--- config.mk ---
export PLATFORM = sky130hd
export DESIGN_NAME = color_frame_classifier
export DESIGN_NICKNAME = d
export VERILOG_FILES = /design/src/rtl/color_frame_classifier_pkg.sv /design/src/rtl/rgb332_classifier.sv /design/src/rtl/color_frame_classifier.sv
export SDC_FILE = /design/constraint.sdc
export NUM_CORES = 1
export LEC_CHECK = 0
export ABC_AREA = 1
export CORE_ASPECT_RATIO = 1.25
export CORE_MARGIN = 10
export CORE_UTILIZATION = 51
export DETAILED_ROUTE_END_ITERATION = 8
export GPL_ROUTABILITY_DRIVEN = 1
export GPL_TIMING_DRIVEN = 0
export PLACE_DENSITY = 0.78
export SETUP_SLACK_MARGIN = 0.05
export SLEW_MARGIN = 25
export SYNTH_ARGS = -nofsm -noshare
export SYNTH_HDL_FRONTEND = slang
export SYNTH_SLANG_ARGS = --single-unit
--- constraint.sdc ---
create_clock -name clock -period 1.9 [get_ports clock]
set_clock_uncertainty 0.1 [all_clocks]
set_input_delay 0.38 -clock clock [delete_from_list [all_inputs] [get_ports clock]]
set_output_delay 0.38 -clock clock [all_outputs]
set_load 0.02 [all_outputs]
--- src/rtl/color_frame_classifier_pkg.sv ---
// Shared definitions for the RGB332 frame colour classifier:
// frame geometry, RGB332 field accessors, verdict codes, FSM states
// and the per-frame verdict rule.
package color_frame_classifier_pkg;

  localparam int SCREEN_WIDTH  = 176;
  localparam int SCREEN_HEIGHT = 144;
  localparam int ADDR_W        = 15;
  localparam int CNT_W         = 15;

  typedef enum logic [1:0] {
    CLR_NONE = 2'b00,
    CLR_RED  = 2'b01,
    CLR_BLUE = 2'b10
  } color_t;

  typedef enum logic [1:0] {
    ST_IDLE   = 2'd0,
    ST_SCAN   = 2'd1,
    ST_DRAIN  = 2'd2,
    ST_DECIDE = 2'd3
  } state_t;

  // RGB332 layout: R=[7:5] G=[4:2] B=[1:0]
  function automatic logic [2:0] r_field(input logic [7:0] pix);
    return pix[7:5];
  endfunction

  function automatic logic [2:0] g_field(input logic [7:0] pix);
    return pix[4:2];
  endfunction

  function automatic logic [1:0] b_field(input logic [7:0] pix);
    return pix[1:0];
  endfunction

  // Strict majority plus a minimum count; ties always give NONE.
  function automatic color_t decide_color(input logic [CNT_W-1:0] red,
                                          input logic [CNT_W-1:0] blue,
                                          input logic [CNT_W-1:0] min_count);
    if (red > blue && red >= min_count) return CLR_RED;
    if (blue > red && blue >= min_count) return CLR_BLUE;
    return CLR_NONE;
  endfunction

endpackage

--- src/rtl/rgb332_classifier.sv ---
// Combinational per-pixel test: is this RGB332 pixel red-dominant or
// blue-dominant. The 2-bit B field is zero-extended before comparing
// against the 3-bit "other channel" ceiling.
module rgb332_classifier
  import color_frame_classifier_pkg::*;
(
  input  logic [7:0] pixel,
  input  logic [2:0] r_min,
  input  logic [1:0] b_min,
  input  logic [2:0] other_max,
  output logic       is_red,
  output logic       is_blue
);

  assign is_red  = (r_field(pixel) >= r_min) &&
                   (g_field(pixel) <= other_max) &&
                   ({1'b0, b_field(pixel)} <= other_max);

  assign is_blue = (b_field(pixel) >= b_min) &&
                   (r_field(pixel) <= other_max) &&
                   (g_field(pixel) <= other_max);

endmodule

--- src/rtl/color_frame_classifier.sv ---
// Scans one stored frame out of the dual-port buffer, one read address
// per cycle, counts red- and blue-dominant pixels and publishes a verdict.
//
// Control protocol: start is a request sampled only while idle (busy=0);
// there is no queuing. done is a single-cycle pulse, and result/counts
// take their new values on the clock edge that ends that pulse. abort
// cancels any active scan without a done pulse and leaves the previously
// published result and counts untouched.
module color_frame_classifier
  import color_frame_classifier_pkg::*;
#(
  parameter int               WIDTH      = SCREEN_WIDTH,
  parameter int               HEIGHT     = SCREEN_HEIGHT,
  parameter int               RD_LATENCY = 1,
  parameter logic [2:0]       R_MIN      = 3'd5,
  parameter logic [1:0]       B_MIN      = 2'd2,
  parameter logic [2:0]       OTHER_MAX  = 3'd2,
  parameter logic [CNT_W-1:0] MIN_COUNT  = 15'd500
) (
  input  logic              clock,
  input  logic              reset,
  input  logic              start,
  input  logic              abort,
  input  logic [7:0]        pixel_in,
  output logic [ADDR_W-1:0] read_addr,
  output logic              busy,
  output logic              done,
  output logic [1:0]        result,
  output logic [CNT_W-1:0]  red_count,
  output logic [CNT_W-1:0]  blue_count,
  output logic [1:0]        fsm_state
);

  localparam int XW = (WIDTH  > 1) ? $clog2(WIDTH)  : 1;
  localparam int YW = (HEIGHT > 1) ? $clog2(HEIGHT) : 1;
  localparam int DW = (RD_LATENCY > 1) ? $clog2(RD_LATENCY) : 1;

  localparam logic [XW-1:0]     X_LAST   = XW'(WIDTH - 1);
  localparam logic [YW-1:0]     Y_LAST   = YW'(HEIGHT - 1);
  localparam logic [ADDR_W-1:0] ROW_STEP = ADDR_W'(WIDTH);
  localparam logic [DW-1:0]     D_LAST   = DW'(RD_LATENCY - 1);

  state_t                state;
  state_t                state_next;
  logic [XW-1:0]         x;
  logic [YW-1:0]         y;
  logic [ADDR_W-1:0]     row_base;
  logic [RD_LATENCY-1:0] valid_sr;
  logic [DW-1:0]         drain_cnt;
  logic [CNT_W-1:0]      red_work;
  logic [CNT_W-1:0]      blue_work;
  logic                  is_red;
  logic                  is_blue;
  logic                  pix_valid;
  logic                  scan_start;
  logic                  last_addr;
  color_t                verdict;

  assign scan_start = (state == ST_IDLE) && start && !abort;
  assign last_addr  = (x == X_LAST) && (y == Y_LAST);
  assign pix_valid  = valid_sr[RD_LATENCY-1];
  assign verdict    = decide_color(red_work, blue_work, MIN_COUNT);

  assign busy      = (state != ST_IDLE);
  assign done      = (state == ST_DECIDE) && !abort;
  assign fsm_state = state;
  // row_base tracks y*WIDTH so the address needs no multiplier.
  assign read_addr = (state == ST_SCAN) ? (row_base + ADDR_W'(x)) : '0;

  rgb332_classifier u_classifier (
    .pixel     (pixel_in),
    .r_min     (R_MIN),
    .b_min     (B_MIN),
    .other_max (OTHER_MAX),
    .is_red    (is_red),
    .is_blue   (is_blue)
  );

  // FSM state register.
  always_ff @(posedge clock) begin
    if (!reset) state <= ST_IDLE;
    else        state <= state_next;
  end

  // FSM next-state logic; abort wins over normal progress in any busy state.
  always_comb begin
    state_next = state;
    case (state)
      ST_IDLE: begin
        if (scan_start) state_next = ST_SCAN;
      end
      ST_SCAN: begin
        if (abort)          state_next = ST_IDLE;
        else if (last_addr) state_next = ST_DRAIN;
      end
      ST_DRAIN: begin
        if (abort)                    state_next = ST_IDLE;
        else if (drain_cnt == D_LAST) state_next = ST_DECIDE;
      end
      ST_DECIDE: begin
        state_next = ST_IDLE;
      end
      default: state_next = ST_IDLE;
    endcase
  end

  // Raster x/y walk; held at zero outside SCAN so each scan starts at address 0.
  always_ff @(posedge clock) begin
    if (!reset || state != ST_SCAN) begin
      x        <= '0;
      y        <= '0;
      row_base <= '0;
    end else if (x == X_LAST) begin
      x        <= '0;
      y        <= y + 1'b1;
      row_base <= row_base + ROW_STEP;
    end else begin
      x <= x + 1'b1;
    end
  end

  // Valid tags follow each issued address through the buffer read latency.
  always_ff @(posedge clock) begin
    if (!reset) begin
      valid_sr <= '0;
    end else begin
      valid_sr[0] <= (state == ST_SCAN) && !abort;
      for (int i = 1; i < RD_LATENCY; i++) valid_sr[i] <= valid_sr[i-1];
    end
  end

  // Counts the cycles spent waiting for the last read to return.
  always_ff @(posedge clock) begin
    if (!reset || state != ST_DRAIN) drain_cnt <= '0;
    else                             drain_cnt <= drain_cnt + 1'b1;
  end

  // Working pixel counters, cleared at scan start and saturating at all-ones.
  always_ff @(posedge clock) begin
    if (!reset || scan_start) begin
      red_work  <= '0;
      blue_work <= '0;
    end else if (pix_valid) begin
      if (is_red && red_work != '1)   red_work  <= red_work + 1'b1;
      if (is_blue && blue_work != '1) blue_work <= blue_work + 1'b1;
    end
  end

  // Publish counts and verdict at the end of DECIDE unless the scan is aborted.
  always_ff @(posedge clock) begin
    if (!reset) begin
      result     <= CLR_NONE;
      red_count  <= '0;
      blue_count <= '0;
    end else if (state == ST_DECIDE && !abort) begin
      result     <= verdict;
      red_count  <= red_work;
      blue_count <= blue_work;
    end
  end

endmodule

==> results of run 1 <==
[power breakdown]
group          switching (mW)  internal [mW]  total, mW
combinational           0.523          0.304      0.827
sequential             0.0762           2.03       2.11
clock                   0.759           1.19       1.95
[worst min path at each step]
stage	slack (ns)	endpoint	startpoint
after floorplan	0.30	drain_cnt	drain_cnt
after detailed placement	0.33	drain_cnt	drain_cnt
final	0.29	pix_valid	abort
after global placement	0.31	drain_cnt	drain_cnt
after global routing	0.31	pix_valid	abort
after CTS	0.29	pix_valid	abort
[sequential cells by signal, summed over array words and instances, names as in the netlist]
register / flops
result: 2
drain_cnt: 1
y: 8
pix_valid: 1
red_count: 15
row_base: 11
fsm_state: 2
x: 8
blue_work: 15
blue_count: 15
red_work: 15
[cells by family (layout without fill, tap and decap cells)]
kind of cell,Yosys count,count (layout),synth area share
compound gates,146,146,0.146
xor+xnor,24,24,0.0414
fa+ha+maj,27,27,0.0680
buf+inv,105,195,0.0862
flops,93,93,0.367
simple gates,348,348,0.291
[routing by layer]
metal | part of all wire | track usage | vias to the layer above | wire length [um]
met2 | 0.51 | 0.330 | 129 | 6960
met1 | 0.42 | 0.211 | 2297 | 5750
li1 | - | - | 2564 | -
met5 | 0 | 0 | - | 0
met4 | 0.025 | 0.0790 | 0 | 342
met3 | 0.053 | 0.0372 | 24 | 726
[stage by stage]
stage | setup TNS (ns) | cells | util | setup slack [ns]
floorplan | -0.0110 | 743 | - | -0.0110
detailed placement | -26.59 | 931 | 0.613 | -1.19
finish | -3.28 | 959 | 0.675 | -0.433
global placement | -22.84 | 931 | 0.613 | -1.14
global route | -4.27 | 959 | 0.675 | -0.519
CTS | -3.32 | 956 | 0.664 | -0.440
[cell usage after synthesis, drive strengths merged]
| cell | number |
|---|---|
| and3 | 2 |
| nand3b | 1 |
| ha | 26 |
| nand4 | 11 |
| nor3b | 1 |
| dfxtp | 93 |
| xor2 | 23 |
| a31oi | 2 |
| a21oi | 89 |
| o21ai | 51 |
| clkbuf | 6 |
| xnor2 | 1 |
| nand2 | 191 |
| or2 | 2 |
| nor3 | 6 |
| o211ai | 1 |
| fa | 1 |
| buf | 17 |
| a21o | 1 |
| nand3 | 34 |
| o21a | 1 |
| nor2 | 100 |
| a211oi | 1 |
| inv | 82 |
[worst reg2reg max path, delay by kind of cell, from the launching register on]
kind / cells / cell delay, ns
AO/OA/AOI/OAI: 1 / 0.05
adder cells (fa/ha/maj): 1 / 0.20
buffers and inverters: 2 / 0.26
flip-flops: 1 / 0.38
AND/OR/NAND/NOR: 5 / 0.63
[layout make-up]
type                            count  area, um^2
Inverter                           82         313
Clock inverter                      5        83.8
Tap cell                          126         158
Fill cell                         836        3140
Sequential cell                    93        1890
Multi-Input combinational cell    545        2990
Timing Repair Buffer               75         706
Buffer                             22         141
Clock buffer                       11         243
[placed cells by master, fill, tap and decap left out, types with 8 or more instances in the layout]
cell type,count
sky130_fd_sc_hd__nand2_1,182
sky130_fd_sc_hd__a21oi_1,85
sky130_fd_sc_hd__nor2_1,82
sky130_fd_sc_hd__dfxtp_1,81
sky130_fd_sc_hd__inv_1,70
sky130_fd_sc_hd__o21ai_0,43
sky130_fd_sc_hd__clkdlybuf4s50_1,43
sky130_fd_sc_hd__nand3_1,30
sky130_fd_sc_hd__xor2_1,23
sky130_fd_sc_hd__buf_4,21
sky130_fd_sc_hd__ha_1,21
sky130_fd_sc_hd__buf_2,12
sky130_fd_sc_hd__nand4_1,11
sky130_fd_sc_hd__inv_2,10
sky130_fd_sc_hd__buf_6,10
sky130_fd_sc_hd__nor2_2,9
sky130_fd_sc_hd__nand2_2,9
sky130_fd_sc_hd__clkbuf_16,9
sky130_fd_sc_hd__nor2_4,8
[timing repair]
item                       4_1_cts  5_1_grt
resized for setup              122       29
pin swaps                       10        7
setup endpoints to repair       62       42
setup buffers                    9        4
==> results.rst, run 1 <==
.. list-table::
   :header-rows: 1

   * - Metric
     - Value
   * - Clock latency on the worst-skew pair
     - 0.34 ns
   * - Starting density of the core
     - 0.526
   * - Count of antenna-violating nets left after detailed routing
     - 0
   * - Synth Net Count
     - 782
   * - Final setup fails
     - 10
   * - GPL Wtd Cong
     - 0.942
   * - Worst setup startpoint
     - x[4]
   * - Post-synthesis cell type count
     - 33
   * - Wire length after detailed routing
     - 13.8 mm
   * - Power density over cell area
     - 749 mW/mm^2
   * - Diode insertion count for antenna repair
     - 0
   * - Largest net degree at the start of global routing
     - 16
   * - Top cell type's share of synthesized area
     - 0.367
   * - Type of the worst setup path
     - flop to output port
   * - Count of hold-fix buffers inserted at cts
     - 0
   * - Biggest fanout along the worst timing path
     - 3
   * - R2r worst-path depth
     - 9
   * - Number of sinks driven by the clock tree
     - 93
   * - Maximum number of buffers from clock root to sink
     - 2
   * - First-pass GRT wire length
     - 22.3 mm
   * - Layout Cell Area excl Fill
     - 0.00652 mm^2
   * - Width of the die
     - 109 um
   * - Setup repair after global routing missed its margin
     - true
   * - Vias post-DR
     - 5014
   * - Largest voltage drop on the vdd net
     - 0.408 mV
   * - Clock-pin slew on the worst setup and hold paths
     - 0.06 ns
   * - DRC violations left
     - 0
   * - Ordered cell list for the critical path
     - ha_4 > fa_2 > nand3_4 > a31oi_4 > nand3_1 > nand2_1 > nor2_2 > buf_6
   * - Placement-stage cell area
     - 0.00593 mm^2
   * - Failing checks
     - setup timing
   * - Vias in the first global route
     - 4799
   * - CTS root buf
     - sky130_fd_sc_hd__clkbuf_16
   * - Worst hold slack across all endpoints
     - 0.295 ns
   * - Biggest cell delay along the critical path
     - 0.39 ns
   * - Yosys warnings
     - 0
   * - DR iter-0 viols
     - 257
   * - Proportion of synthesized chip area in sequential cells
     - 0.367
   * - Worst Max-Slew Pin Slew
     - 0.589 ns
   * - Row count
     - 40
   * - Setup crit start kind
     - flop
   * - Critical Path End
     - read_addr[14]
   * - Rel. slew slack
     - 0.607
   * - Num ports
     - 63
   * - Layout cells sized above 1
     - 0.162
   * - Cell count of the worst hold path
     - 2
   * - Post-layout min period
     - 2.33 ns
   * - Reg-to-reg critical path endpoint
     - blue_work[10]
   * - Area growth from synthesis to layout
     - 28.5%
   * - Max Cap Violations
     - 0
   * - Final count of hold timing violations
     - 0
   * - Critical path data required time
     - 1.42 ns
   * - Number of vias per cell
     - 5.23
   * - Post-route clock period utilization
     - 1.23
   * - Path class of the lowest-slack min-delay path
     - input pin to flop
   * - Height of the die
     - 132 um
   * - Sort of element at the end of the critical path
     - output port
   * - Cell accounting for the most synthesized area
     - sky130_fd_sc_hd__dfxtp_1
   * - Data arrival time at the worst-slack endpoint
     - 1.85 ns
   * - Cell area after synthesis
     - 0.00508 mm^2
   * - Register-to-Register Setup Slack
     - 0.15 ns
   * - H-Tree Level Count
     - 3
   * - Slowest CP cell
     - sky130_fd_sc_hd__fa_2
   * - Max Slew Vio Count
     - 0
   * - TritonCTS buffer count
     - 9
   * - R2R Path Start
     - blue_work[1]
   * - Total leakage power
     - 2.45 nW
   * - Total core area
     - 0.00966 mm^2
   * - Total Nets Final
     - 867
   * - Top cell family by delay on the critical path
     - adder cells
   * - Cell count along the critical path
     - 8
   * - Leading cell types by total area after synthesis
     - sky130_fd_sc_hd__dfxtp_1 37%, sky130_fd_sc_hd__nand2_1 14%, sky130_fd_sc_hd__a21oi_1 8.8%
   * - Status
     - finished, violations left
   * - DP Wirelength
     - 10.5 mm
   * - Number of antenna violations at the first check in global routing
     - 0
   * - Global-route congestion overflow total
     - 0
   * - Area enclosed by the die boundary
     - 0.0144 mm^2
   * - Flops & latches, synth
     - 93
   * - DRT Pass-1 Iters
     - 4
   * - Total power draw
     - 4.88 mW
   * - Port Buffer Count
     - 62
   * - Buffers & Inverters on Critical Path
     - 1
   * - Routed wire per std cell
     - 14.4 um
   * - All-Layer GR Usage
     - 0.188
   * - Post-synthesis instance total
     - 743
   * - Worst path setup slack after routing
     - -0.433 ns
   * - TritonCTS clock tree
     - built
   * - Synthesized area per cell
     - 6.84 um^2
   * - Highest Clock Rate
     - 429 MHz
Note: power is estimated with default switching activity, not from simulation.
==> run 2: changes to the inputs <==
--- a/config.mk
+++ b/config.mk
@@ -9,11 +9,13 @@
 export CORE_ASPECT_RATIO = 1.25
 export CORE_MARGIN = 10
 export CORE_UTILIZATION = 51
+export CTS_CLUSTER_DIAMETER = 200
 export DETAILED_ROUTE_END_ITERATION = 8
 export GPL_ROUTABILITY_DRIVEN = 1
 export GPL_TIMING_DRIVEN = 0
+export MAX_ROUTING_LAYER = met4
 export PLACE_DENSITY = 0.78
-export SETUP_SLACK_MARGIN = 0.05
+export SETUP_SLACK_MARGIN = 0.02
 export SLEW_MARGIN = 25
 export SYNTH_ARGS = -nofsm -noshare
 export SYNTH_HDL_FRONTEND = slang
==> results.rst, run 2 (synthesis gave the netlist of run 1 again) <==
.. list-table::
   :header-rows: 1

   * - Metric
     - Value
   * - Num ports
     - 63 (unchanged)
   * - Critical path data required time
     - 1.42 ns (about the same)
   * - Vias post-DR
     - 5171 (was 5014)
   * - TritonCTS buffer count
     - 9 (unchanged)
   * - Number of cells after detailed placement
     - 931 (unchanged)
   * - H-Tree Level Count
     - 3 (unchanged)
   * - Count of hold-fix buffers inserted at cts
     - 0 (unchanged)
   * - Number of vias per cell
     - 5.37 (was 5.23)
   * - Post-route clock period utilization
     - 1.24 (was 1.23)
   * - Buffers & Inverters on Critical Path
     - 1 (unchanged)
   * - Clock latency on the worst-skew pair
     - 0.34 ns (about the same)
   * - Rel. slew slack
     - 0.572 (was 0.607)
   * - Number of antenna violations at the first check in global routing
     - 0 (unchanged)
   * - TritonCTS clock tree
     - built (unchanged)
   * - GPL Wtd Cong
     - 0.926 (was 0.942)
   * - DP Wirelength
     - 10.7 mm (was 10.5 mm)
   * - Clock-pin slew on the worst setup and hold paths
     - 0.07 ns (was 0.06 ns)
   * - All-Layer GR Usage
     - 0.204 (was 0.188)
   * - Cell count of the worst hold path
     - 1 (was 2)
   * - CTS root buf
     - sky130_fd_sc_hd__clkbuf_16 (unchanged)
   * - Layout Cells excl Fill
     - 963 (was 959)
   * - Most common cell after layout, fill and taps aside
     - sky130_fd_sc_hd__nand2_1 (unchanged)
   * - Worst Max-Slew Pin Slew
     - 0.641 ns (was 0.589 ns)
   * - Total leakage power
     - 2.49 nW (was 2.45 nW)
   * - Cell count along the critical path
     - 8 (unchanged)
   * - Starting density of the core
     - 0.526 (unchanged)
   * - Total core area
     - 0.00966 mm^2 (unchanged)
   * - Largest voltage drop on the vdd net
     - 0.435 mV (was 0.408 mV)
   * - Row count
     - 40 (unchanged)
   * - Vias in the first global route
     - 5050 (was 4799)
   * - Top cell family by delay on the critical path
     - adder cells (unchanged)
   * - Final setup fails
     - 10 (unchanged)
   * - Total power draw
     - 4.93 mW (was 4.88 mW)
   * - Type of the worst setup path
     - flop to output port (unchanged)
   * - Layout cells sized above 1
     - 0.172 (was 0.162)
   * - Ordered cell list for the critical path
     - ha_4 > fa_2 > nand3_4 > a31oi_4 > nand3_1 > nand2_1 > nor2_2 > buf_6 (unchanged)
   * - Slowest CP cell
     - sky130_fd_sc_hd__fa_2 (unchanged)
   * - First-pass GRT wire length
     - 23.6 mm (was 22.3 mm)
   * - Final count of hold timing violations
     - 0 (unchanged)
   * - Width of the die
     - 109 um (unchanged)
   * - Routed wire per std cell
     - 15.0 um (was 14.4 um)
   * - Data arrival time at the worst-slack endpoint
     - 1.88 ns (was 1.85 ns)
   * - Maximum number of buffers from clock root to sink
     - 2 (unchanged)
   * - Finished Core Util
     - 0.683 (was 0.675)
   * - Count of antenna-violating nets left after detailed routing
     - 0 (unchanged)
   * - Setup TNS
     - -3.58 ns (was -3.28 ns)
   * - R2r worst-path depth
     - 9 (unchanged)
   * - Largest net degree at the start of global routing
     - 20 (was 16)
   * - Power density over cell area
     - 748 mW/mm^2 (was 749 mW/mm^2)
   * - Global-route congestion overflow total
     - 0 (unchanged)
   * - Area enclosed by the die boundary
     - 0.0144 mm^2 (unchanged)
   * - Most frequent cells in the layout
     - 181 x sky130_fd_sc_hd__nand2_1, 83 x sky130_fd_sc_hd__a21oi_1, 81 x sky130_fd_sc_hd__nor2_1 (was 182 x sky130_fd_sc_hd__nand2_1, 85 x sky130_fd_sc_hd__a21oi_1, 82 x sky130_fd_sc_hd__nor2_1)
   * - Total Nets Final
     - 871 (was 867)
   * - Diode insertion count for antenna repair
     - 0 (unchanged)
   * - Area growth from synthesis to layout
     - 29.9% (was 28.5%)
   * - Port Buffer Count
     - 62 (unchanged)
   * - Worst path setup slack after routing
     - -0.463 ns (was -0.433 ns)
   * - Failing checks
     - setup timing (unchanged)
   * - DRT Pass-1 Iters
     - 5 (was 4)
   * - DRC violations left
     - 0 (unchanged)
   * - DR iter-0 viols
     - 224 (was 257)
   * - Max Slew Vio Count
     - 0 (unchanged)
   * - Number of sinks driven by the clock tree
     - 93 (unchanged)
   * - Setup crit start kind
     - flop (unchanged)
   * - Post-layout min period
     - 2.36 ns (was 2.33 ns)
   * - Biggest fanout along the worst timing path
     - 3 (unchanged)
   * - FILL cells
     - 805 (was 836)
   * - Status
     - finished, violations left (unchanged)
   * - Wire length after detailed routing
     - 14.4 mm (was 13.8 mm)
   * - Worst slack at placement
     - -1.17 ns (was -1.19 ns)
   * - Setup repair after global routing missed its margin
     - true (unchanged)
   * - Path class of the lowest-slack min-delay path
     - flop to flop (was input pin to flop)
   * - Highest Clock Rate
     - 423 MHz (was 429 MHz)
   * - Max Cap Violations
     - 0 (unchanged)
   * - Sort of element at the end of the critical path
     - output port (unchanged)
   * - Height of the die
     - 132 um (unchanged)
   * - Biggest cell delay along the critical path
     - 0.39 ns (about the same)
-- run 2: final timing paths --
kind | start | slack (ns) | endpoint
max | x[4] | -0.46 | read_addr[14]
min | drain_cnt | 0.33 | drain_cnt
max reg2reg | red_work[0] | 0.10 | red_work[12]
min reg2reg | drain_cnt | 0.33 | drain_cnt
-- run 2: repair_timing --
action | 4_1_cts | 5_1_grt
endpoints found under the setup margin | 63 | 36
setup buffers | 11 | 8
pin swaps | 14 | 14
gates resized for setup | 132 | 28
cloned | 0 | 0
-- run 2: power by group --
| part | leakage, nW | internal (mW) | switching (mW) | total, mW |
|---|---|---|---|---|
| clock | 0.152 | 1.19 | 0.775 | 1.97 |
| sequential | 0.758 | 2.03 | 0.0733 | 2.10 |
| combinational | 1.58 | 0.315 | 0.546 | 0.861 |
-- run 2: final cells by class --
cell class              count  area [um^2]  area share
multi-input cells         545         3020       0.458
flip-flops and latches     93         1890       0.287
inverters                  82          313      0.0474
plain buffers              20          130      0.0197
repair buffers             81          752       0.114
clock inverters             5         83.8      0.0127
well taps                 126          158      0.0239
clock buffers              11          243      0.0368
-- run 2: through the flow --
| stage | hold slack, ns | cell area, um^2 |
|---|---|---|
| floorplan | 0.301 | 5130 |
| global placement | 0.311 | 5910 |
| detailed placement | 0.323 | 5910 |
| CTS | 0.332 | 6420 |
| global route | 0.341 | 6600 |
| finish | 0.330 | 6600 |
-- run 2: metal layers --
layer  vias up  routed length, um  global-route usage
met5         -                  0                   -
met4         0                514              0.0978
met3        38                746              0.0259
met2       158               7350               0.350
met1      2399               5820               0.226
li1       2576                  -                   -
